File: src/rtl/t05_huffman_pkg.sv
// Shared types and default sizing for the Huffman stream decoder.
package t05_huffman_pkg;
  localparam int SYM_W_DEF        = 8;
  localparam int NUM_SYMS_DEF     = 256;
  localparam int MAX_CODE_LEN_DEF = 16;
  localparam int IN_W_DEF         = 8;

  typedef enum logic [2:0] {
    ST_IDLE,
    ST_FILL,
    ST_LK_REQ,
    ST_LK_CHK,
    ST_EMIT,
    ST_DONE,
    ST_ERROR
  } huff_state_t;
endpackage

File: src/rtl/t05_huffman_bitbuf.sv
// MSB-aligned bit buffer: input words append below the valid bits, matched
// codes are consumed from the top by a left shift.
module t05_huffman_bitbuf
  import t05_huffman_pkg::*;
#(
  parameter int  MAX_CODE_LEN = MAX_CODE_LEN_DEF,
  parameter int  IN_W         = IN_W_DEF,
  localparam int BUF_W        = MAX_CODE_LEN + IN_W,
  localparam int CNT_W        = $clog2(BUF_W + 1),
  localparam int LEN_W        = $clog2(MAX_CODE_LEN + 1)
) (
  input  logic             clk,
  input  logic             rst,
  input  logic             clr,
  input  logic             append,
  input  logic [IN_W-1:0]  append_data,
  input  logic             consume,
  input  logic [LEN_W-1:0] consume_len,
  output logic [BUF_W-1:0] bit_buf,
  output logic [CNT_W-1:0] bit_cnt
);
  logic [BUF_W-1:0] buf_q, buf_d;
  logic [CNT_W-1:0] cnt_q, cnt_d;

  // Bits below the valid region are always zero, so appending is a plain OR.
  always_comb begin
    buf_d = buf_q;
    cnt_d = cnt_q;
    if (clr) begin
      buf_d = '0;
      cnt_d = '0;
    end else if (append) begin
      buf_d = buf_q | ({append_data, {MAX_CODE_LEN{1'b0}}} >> cnt_q);
      cnt_d = cnt_q + CNT_W'(IN_W);
    end else if (consume) begin
      buf_d = buf_q << consume_len;
      cnt_d = cnt_q - CNT_W'(consume_len);
    end
  end

  always_ff @(posedge clk) begin
    if (rst) begin
      buf_q <= '0;
      cnt_q <= '0;
    end else begin
      buf_q <= buf_d;
      cnt_q <= cnt_d;
    end
  end

  assign bit_buf = buf_q;
  assign bit_cnt = cnt_q;
endmodule

File: src/rtl/t05_huffman_stream_decode.sv
// Huffman stream decoder: linear codebook search per symbol, matching each
// entry on its true code length against the head of the bit buffer.
module t05_huffman_stream_decode
  import t05_huffman_pkg::*;
#(
  parameter int  SYM_W        = SYM_W_DEF,
  parameter int  NUM_SYMS     = NUM_SYMS_DEF,
  parameter int  MAX_CODE_LEN = MAX_CODE_LEN_DEF,
  parameter int  IN_W         = IN_W_DEF,
  localparam int ADDR_W       = $clog2(NUM_SYMS),
  localparam int LEN_W        = $clog2(MAX_CODE_LEN + 1),
  localparam int BUF_W        = MAX_CODE_LEN + IN_W,
  localparam int CNT_W        = $clog2(BUF_W + 1)
) (
  input  logic                    clk,
  input  logic                    rst,
  input  logic                    start,
  input  logic [31:0]             tot_syms,
  input  logic [IN_W-1:0]         in_data,
  input  logic                    in_valid,
  input  logic                    in_last,
  output logic                    in_ready,
  output logic                    cb_rd_en,
  output logic [ADDR_W-1:0]       cb_addr,
  input  logic [MAX_CODE_LEN-1:0] cb_code,
  input  logic [LEN_W-1:0]        cb_len,
  output logic [SYM_W-1:0]        sym_data,
  output logic                    sym_valid,
  input  logic                    sym_ready,
  output logic                    busy,
  output logic                    done,
  output logic                    err,
  output logic [31:0]             syms_found
);
  huff_state_t       state_q, state_d;
  logic [ADDR_W-1:0] idx_q, idx_d;
  logic [31:0]       tot_q, tot_d, found_q, found_d;
  logic              last_q, last_d;
  logic [SYM_W-1:0]  sym_q, sym_d;
  logic [LEN_W-1:0]  mlen_q, mlen_d;

  logic                    buf_clr, buf_app, buf_cons;
  logic [BUF_W-1:0]        bit_buf;
  logic [CNT_W-1:0]        bit_cnt;
  logic [MAX_CODE_LEN-1:0] head, len_mask;
  logic                    match;

  t05_huffman_bitbuf #(.MAX_CODE_LEN(MAX_CODE_LEN), .IN_W(IN_W)) u_bitbuf (
    .clk         (clk),
    .rst         (rst),
    .clr         (buf_clr),
    .append      (buf_app),
    .append_data (in_data),
    .consume     (buf_cons),
    .consume_len (mlen_q),
    .bit_buf     (bit_buf),
    .bit_cnt     (bit_cnt)
  );

  // Compare only the top cb_len bits; the mask keeps that many MSBs.
  assign head     = bit_buf[BUF_W-1 -: MAX_CODE_LEN];
  assign len_mask = ~({MAX_CODE_LEN{1'b1}} >> cb_len);
  assign match    = (cb_len != '0) && (32'(cb_len) <= 32'(bit_cnt)) &&
                    (((head ^ cb_code) & len_mask) == '0);

  always_ff @(posedge clk) begin
    if (rst) begin
      state_q <= ST_IDLE;
      idx_q   <= '0;
      tot_q   <= '0;
      found_q <= '0;
      last_q  <= 1'b0;
      sym_q   <= '0;
      mlen_q  <= '0;
    end else begin
      state_q <= state_d;
      idx_q   <= idx_d;
      tot_q   <= tot_d;
      found_q <= found_d;
      last_q  <= last_d;
      sym_q   <= sym_d;
      mlen_q  <= mlen_d;
    end
  end

  always_comb begin
    state_d  = state_q;
    idx_d    = idx_q;
    tot_d    = tot_q;
    found_d  = found_q;
    last_d   = last_q;
    sym_d    = sym_q;
    mlen_d   = mlen_q;
    buf_clr  = 1'b0;
    buf_app  = 1'b0;
    buf_cons = 1'b0;
    case (state_q)
      ST_IDLE, ST_DONE, ST_ERROR: begin
        if (start) begin
          buf_clr = 1'b1;
          found_d = '0;
          last_d  = 1'b0;
          idx_d   = '0;
          tot_d   = tot_syms;
          state_d = (tot_syms == 32'd0) ? ST_DONE : ST_FILL;
        end
      end
      ST_FILL: begin
        if (in_valid && in_ready) begin
          buf_app = 1'b1;
          last_d  = last_q | in_last;
        end
        // Decisions use the registered count, one cycle after any write.
        if (last_q && bit_cnt == '0) begin
          state_d = ST_ERROR;
        end else if (32'(bit_cnt) >= MAX_CODE_LEN || (last_q && bit_cnt != '0)) begin
          idx_d   = '0;
          state_d = ST_LK_REQ;
        end
      end
      ST_LK_REQ: state_d = ST_LK_CHK;
      ST_LK_CHK: begin
        if (match) begin
          sym_d   = SYM_W'(idx_q);
          mlen_d  = cb_len;
          state_d = ST_EMIT;
        end else if (idx_q == ADDR_W'(NUM_SYMS - 1)) begin
          state_d = ST_ERROR;
        end else begin
          idx_d   = idx_q + ADDR_W'(1);
          state_d = ST_LK_REQ;
        end
      end
      ST_EMIT: begin
        if (sym_ready) begin
          buf_cons = 1'b1;
          found_d  = found_q + 32'd1;
          state_d  = (found_d == tot_q) ? ST_DONE : ST_FILL;
        end
      end
      default: state_d = ST_IDLE;
    endcase
  end

  always_comb begin
    in_ready  = (state_q == ST_FILL) && (32'(bit_cnt) <= MAX_CODE_LEN) && !last_q;
    cb_rd_en  = (state_q == ST_LK_REQ);
    sym_valid = (state_q == ST_EMIT);
    done      = (state_q == ST_DONE);
    err       = (state_q == ST_ERROR);
    busy      = !(state_q == ST_IDLE || state_q == ST_DONE || state_q == ST_ERROR);
  end

  assign cb_addr    = idx_q;
  assign sym_data   = sym_q;
  assign syms_found = found_q;
endmodule

File: config.mk
export PLATFORM = sky130hd
export DESIGN_NAME = t05_huffman_stream_decode
export DESIGN_NICKNAME = d
export VERILOG_FILES = /design/src/rtl/t05_huffman_pkg.sv /design/src/rtl/t05_huffman_bitbuf.sv /design/src/rtl/t05_huffman_stream_decode.sv
export SDC_FILE = /design/constraint.sdc
export NUM_CORES = 1
export LEC_CHECK = 0
export ABC_AREA = 1
export BUFFER_PORTS_ARGS = -buffer_cell sky130_fd_sc_hd__buf_4
export CAP_MARGIN = 20
export CELL_PAD_IN_SITES_DETAIL_PLACEMENT = 1
export CELL_PAD_IN_SITES_GLOBAL_PLACEMENT = 2
export CORE_ASPECT_RATIO = 1.25
export CORE_MARGIN = 2
export CORE_UTILIZATION = 25
export DETAILED_ROUTE_END_ITERATION = 7
export GPL_TIMING_DRIVEN = 0
export PLACE_DENSITY = 0.74
export SYNTH_ARGS = -nofsm -noshare
export SYNTH_HDL_FRONTEND = slang
export SYNTH_SLANG_ARGS = --single-unit
export TNS_END_PERCENT = 10
File: constraint.sdc
create_clock -name clk -period 2.2 [get_ports clk]
set_clock_uncertainty 0.15 [all_clocks]
set_input_delay 0.55 -clock clk [delete_from_list [all_inputs] [get_ports clk]]
set_output_delay 0.55 -clock clk [all_outputs]
set_load 0.005 [all_outputs]
* Yosys cells after proc, flatten, opt, wreduce, memory -nomap -nowiden *
Index checks and enable logic that the tools add are counted.

word-level totals
  register bits = 118
  input bits = 67
  output and inout bits = 54
  logic and storage cells = 101

cells by class
  add/subtract/negate cells = 4
  order comparisons = 3
  equal/unequal tests = 16
  shift-type cells = 3
  muxes and demuxes = 31
  bitwise logic cells = 5
  reduce and logical (&&, ||, !) cells = 30

operators with widths
  operator                 count
  $mux W32                 2
  $pmux W32 S2             1
  $mux W24                 2
  $mux W8                  5
  $add A32 B1 Y32 const B  1
  $eq A32 B32 Y1           1
  $logic_not A32 Y1        1
  $mux W3                  8
  $or A24 B24 Y24          1
  $pmux W8 S3              1
  $shl A24 B5 Y24          1
  $shr A24 B5 Y24          1
  $and A16 B16 Y16         1
  $logic_not A16 Y1        1
  $not A16 Y16             1
  $shr A16 B5 Y16 const A  1
  $xor A16 B16 Y16         1
  $pmux W3 S5              1
  $ne A2 B2 Y1 const B     6
  $mux W5                  2
  $reduce_bool A5 Y1       2
  $eq A3 B3 Y1 const B     3
  $reduce_and A3 Y1        3
  $add A8 B1 Y8 const B    1
  other kinds (24)         44

* Longest topological paths before layout *
  depth in word-level cells = 7
  depth in mapped cells = 17
  depth with buffers taken out = 17

* Hierarchy *
From an unflattened synthesis, not the netlist that was laid out.

unflattened totals
  cell total of the unflattened synthesis = 1,413
  area, all modules = 8,597.0 sq um

by module, submodules not included
  module                     times used  cells each  area each (sq um)  sequential area each (sq um)
  t05_huffman_stream_decode  1           883         5,681.7            1,781.7
  t05_huffman_bitbuf         1           530         2,915.3            580.6

* Least setup slack after synthesis *
OpenSTA, ideal clock, no wires.

  path kind = register to register
  from = reg u_bitbuf.cnt_q[1] (netlist: u_bitbuf.bit_cnt[1])
  to = reg idx_q[4] (netlist: cb_addr[4])
  library setup time = 0.134 ns
  data arrival time = 2.137 ns
  required time = 1.916 ns
  slack = -0.221 ns
  stages on the path, launching flop included = 14
  path buffers = 2
  clock period less this slack = 2.421 ns
  cells stage by stage = dfxtp_1 > buf_2 > inv_1 > clkbuf_1 > ha_1 > nand2_1 > nor2_1 > nand2_1 > a32oi_1 > nor2_1 > nand3_1 > nand2_1 > o21ai_1 > nor3b_1

between the ends
  cells in the longest elaborated chain, start to end = 5
  elaborated cells between the ends (all ways) = 13
  those cells by class = 2 x order compare; 3 x eq/ne; 8 x reduce/logical

RTL lines
  item                                                              RTL line                                                           text
  start: declaration                                                t05_huffman_bitbuf.sv:23                                           logic [CNT_W-1:0] cnt_q, cnt_d;
  start signal: assignment                                          t05_huffman_bitbuf.sv:47                                           cnt_q <= cnt_d;
  $le A5 B5 Y1 / $reduce_bool A5 Y1 (equally long branches)         t05_huffman_stream_decode.sv:63, t05_huffman_stream_decode.sv:116
  $logic_and A1 B1 Y1 (on tied branches)                            t05_huffman_stream_decode.sv:63, t05_huffman_stream_decode.sv:116
  $logic_and A1 B1 Y1 / $logic_or A1 B1 Y1 (equally long branches)  t05_huffman_stream_decode.sv:63, t05_huffman_stream_decode.sv:116
  $ne A2 B2 Y1 (no source line)                                     n/a
  $reduce_and A6 Y1 (no source line) *                              n/a
  end signal: assignment                                            t05_huffman_stream_decode.sv:77                                    idx_q <= idx_d;
  end: declaration                                                  t05_huffman_stream_decode.sv:36                                    logic [ADDR_W-1:0] idx_q, idx_d;

Every way passes the cells marked *; elsewhere a longest branch is shown, timed or not.
A chain may end at the register's enable or synchronous reset.

* Final worst setup path *
  from = reg u_bitbuf.cnt_q[2] (netlist: u_bitbuf.bit_cnt[2])
  to = out in_ready

between the ends
  cells in the longest elaborated chain, start to end = 3

RTL lines
  item                               RTL line                          text
  $le A5 B5 Y1                       t05_huffman_stream_decode.sv:146  in_ready = (state_q == ST_FILL) && (32'(bit_cnt) <= MAX_CODE_LEN) && !last_q;
  $logic_and A1 B1 Y1 (2 in series)  t05_huffman_stream_decode.sv:146
  end: declaration                   t05_huffman_stream_decode.sv:22   output logic in_ready,

No other way between the ends.

==> flow_summary.toml <==
[clock_tree]
clk_path_buf_depth = 2
cts_num_sinks = 118
clk_pin_slew_ns = 0.06
cts_hold_buffers = 0
cts-root-buf = "clkbuf_16"
cts_tree = "yes"
h-tree-depth = 4
clk_latency_ns = 0.44
cts_buffers = 17

[layout]
area_delta_synth_final_pct = 35.85
finish.instance_area_mm2 = 0.01168
drive_gt1_share_pct = 25.37
diodes = 0
nNetsFinal = 1674
postLayoutCoreUtil_pct = 34.67
instances_no_fill = 2031

[synth]
yosys_warnings = 0
synth_cell_types = 53
yosysTopAreaCell = "dfxtp_1"
syn_area_mm2 = 0.008597
syn_avg_cell_area_um2 = 6.037
syn-num-nets = 1503
yosysTopAreaCellShare_pct = 27.48
yosysSeqAreaShare_pct = 27.48
synth_area_leaders = "dfxtp_1 (27%), nand2_1 (18%), o21ai_0 (8.3%)"
ys_ff_latch = 118
netlist_instances = 1424

[global_route]
met3_usage_pct = 2.767
grt_pass1_wl_mm = 61.92
antenna_found_initial = 0
grt_start_max_net_pins = 17
met1_usage_pct = 26.19
overflow = 0
grt_use_met2_pct = 41.91
grt.busiest_layer = "met2"
grt_use_total_pct = 23.01
grt_pass1_vias = 10647

[worst_setup_path]
worstPathArrival_ns = 1.65
path_class = "flop to primary output"
worst_setup_path_start_kind = "flop"
cp_max_fo = 5
required_ns = 1.50
end_kind = "primary output"

[floorplan]
boundaryPins = 121
die_height_um = 211.3
core_area_mm2 = 0.03369
rows = 75
start_util_pct = 25.52
die_w_um = 169.9
die_area_mm2 = 0.03590

[timing]
period_minus_slack_ns = 2.348
hold_viol = 0
slew_headroom_pct = 43.57
drv_slew = 0
setup_viol = 20
worstMarginPinSlew_ns = 0.8465
period_share_pct = 106.7
fmax_ghz = 0.4258
setup_ws_ns = -0.1484
rsz0062_at_grt = "true"

[placed_design]
gp_congestion = 0.8935
placed_area_mm2 = 0.01005
hpwl_mm = 32.39
io_buffers = 120
dp_cells = 1967

[drt]
drc = 0
avgRoutedWirePerCell_um = 20.06
firstDrtPassIters = 5
ant_nets = 0
viasPerCell = 5.014
vias = 10183
drt_iter0_drc = 413
totalWireLength_mm = 40.73

[power_and_ir_drop]
p_leak_nw = 4.836
ir_drop_mv = 0.5281
powerDensity_mw_per_mm2 = 699.6

[status]
violations = "negative setup slack"
status = "complete, but fails checks"

[worst_hold_path]
min_path_type = "input port to flop"

[job]
maxCapViolCount = 0
[synth_stat cells (all sizes together)]
library cell  number
mux2i              3
xnor2              5
a21oi            103
buf               14
a22oi              6
dfxtp            118
o211ai             6
nor2             161
clkbuf            38
a22o               1
o311ai             1
nand3b            13
o22ai              7
o31ai              1
a21o               1
inv              150
xnor3              1
nand2            431
o21bai             3
or2                2
o2111ai            1
a32oi              1
fa                 1
a221oi             8
a211oi             2
a31oi              8
nor4               9
nor3              11
ha                11
nand3            121
clkinv             4
xor2              15
nand4             13
and2               1
nor3b              2
o21ai            149
o221ai             2
[metal layers]
metal / vias to the layer above / part of all wire (%)
li1: 5039 / -
met1: 4840 / 41
met2: 222 / 52
met3: 82 / 2.8
met4: 0 / 5.0
met5: - / 0
[through the flow]
step | power (W) | setup WS, ns | hold WS [ns] | TNS, ns
after floorplan | 0.004053 | 0.003182 | 0.2937 | 0
after global placement | 0.004920 | -1.067 | 0.3085 | -43.64
after detailed placement | 0.004962 | -1.105 | 0.3177 | -46.57
after CTS | 0.007998 | -0.1941 | 0.2356 | -3.760
after global routing | 0.008617 | -0.2945 | 0.2662 | -5.032
final | 0.008171 | -0.1484 | 0.2442 | -1.130
[state kept, by name, summed over array words and instances, names as in the netlist]
name              cells
cb_addr               8
last_q                1
mlen_q                5
state_q               3
sym_data              8
syms_found           32
tot_q                32
u_bitbuf.bit_buf     24
u_bitbuf.bit_cnt      5
[kinds of logic (layout without fill, tap and decap cells)]
family,count (synthesis),after routing,synth area share [%]
AOI/OAI and AO/OA,300,300,19.02
xor gates and xnor gates,21,21,2.300
adders and majority gates,12,12,1.834
buffers and inverters,206,390,9.445
DFF,118,118,27.48
muxes,3,3,0.3493
and+or+nand+nor,764,764,39.57
[path summary, 6_finish.rpt]
path / from / to / slack, ns / cells past startpoint
hold / removal: tot_syms[6] / tot_q[6]$_SDFFE_PP0P_ / 0.24 / 3
setup reg to reg: syms_found[0]$_SDFFE_PP0P_ / state_q[2]$_SDFFE_PP0P_ / -0.12 / 18
setup / recovery: u_bitbuf.bit_cnt[2]$_SDFFE_PP0P_ / in_ready / -0.15 / 6
hold reg to reg: tot_q[7]$_SDFFE_PP0P_ / tot_q[7]$_SDFFE_PP0P_ / 0.33 / 2
[layout by cell type, fill, tap and decap left out, types with 9 or more instances in the layout]
| cell | count |
|---|---|
| clkbuf_1 | 22 |
| o21ai_1 | 22 |
| nand3_1 | 113 |
| a21oi_1 | 88 |
| buf_6 | 9 |
| nor2_1 | 121 |
| nor4_1 | 9 |
| inv_2 | 13 |
| clkbuf_16 | 17 |
| xor2_1 | 15 |
| buf_4 | 151 |
| a21oi_2 | 15 |
| o21ai_0 | 117 |
| inv_1 | 127 |
| nand4_1 | 13 |
| dfxtp_2 | 27 |
| nor2_2 | 14 |
| nand2_2 | 25 |
| nand3b_1 | 13 |
| nor2_4 | 23 |
| nand2_4 | 10 |
| nand2_1 | 394 |
| dfxtp_1 | 84 |
[what timing repair did]
| action | CTS | global route |
|---|---|---|
| setup buffers | 17 | 16 |
| cloned | 3 | 0 |
| pin swaps | 27 | 26 |
| endpoints found under the setup margin | 89 | 100 |
| gates resized for setup | 137 | 136 |
[critical path: stages (launching register included)]
cell and delay [ns]:
dfxtp_4 0.37, nor2_1 0.14, nand3_1 0.16, nor2_1 0.13, inv_1 0.09, o21ai_4 0.18, buf_4 0.14
[layout make-up]
type                            count  area, µm²
Fill cell                        4298      22010
Multi-Input combinational cell   1100       5923
Sequential cell                   118       2422
Timing Repair Buffer              156       1282
Inverter                          154      644.4
Tap cell                          423      529.3
Clock buffer                       23      467.9
Buffer                             48      331.6
Clock inverter                      9      77.57
[report_power, final]
group          internal, W  switching [W]  total (W)
registers          0.00237       0.000196    0.00256
logic              0.00106        0.00183    0.00289
clock network      0.00160        0.00112    0.00272
total              0.00503        0.00314    0.00817
Power figures use the tool's default switching activity.
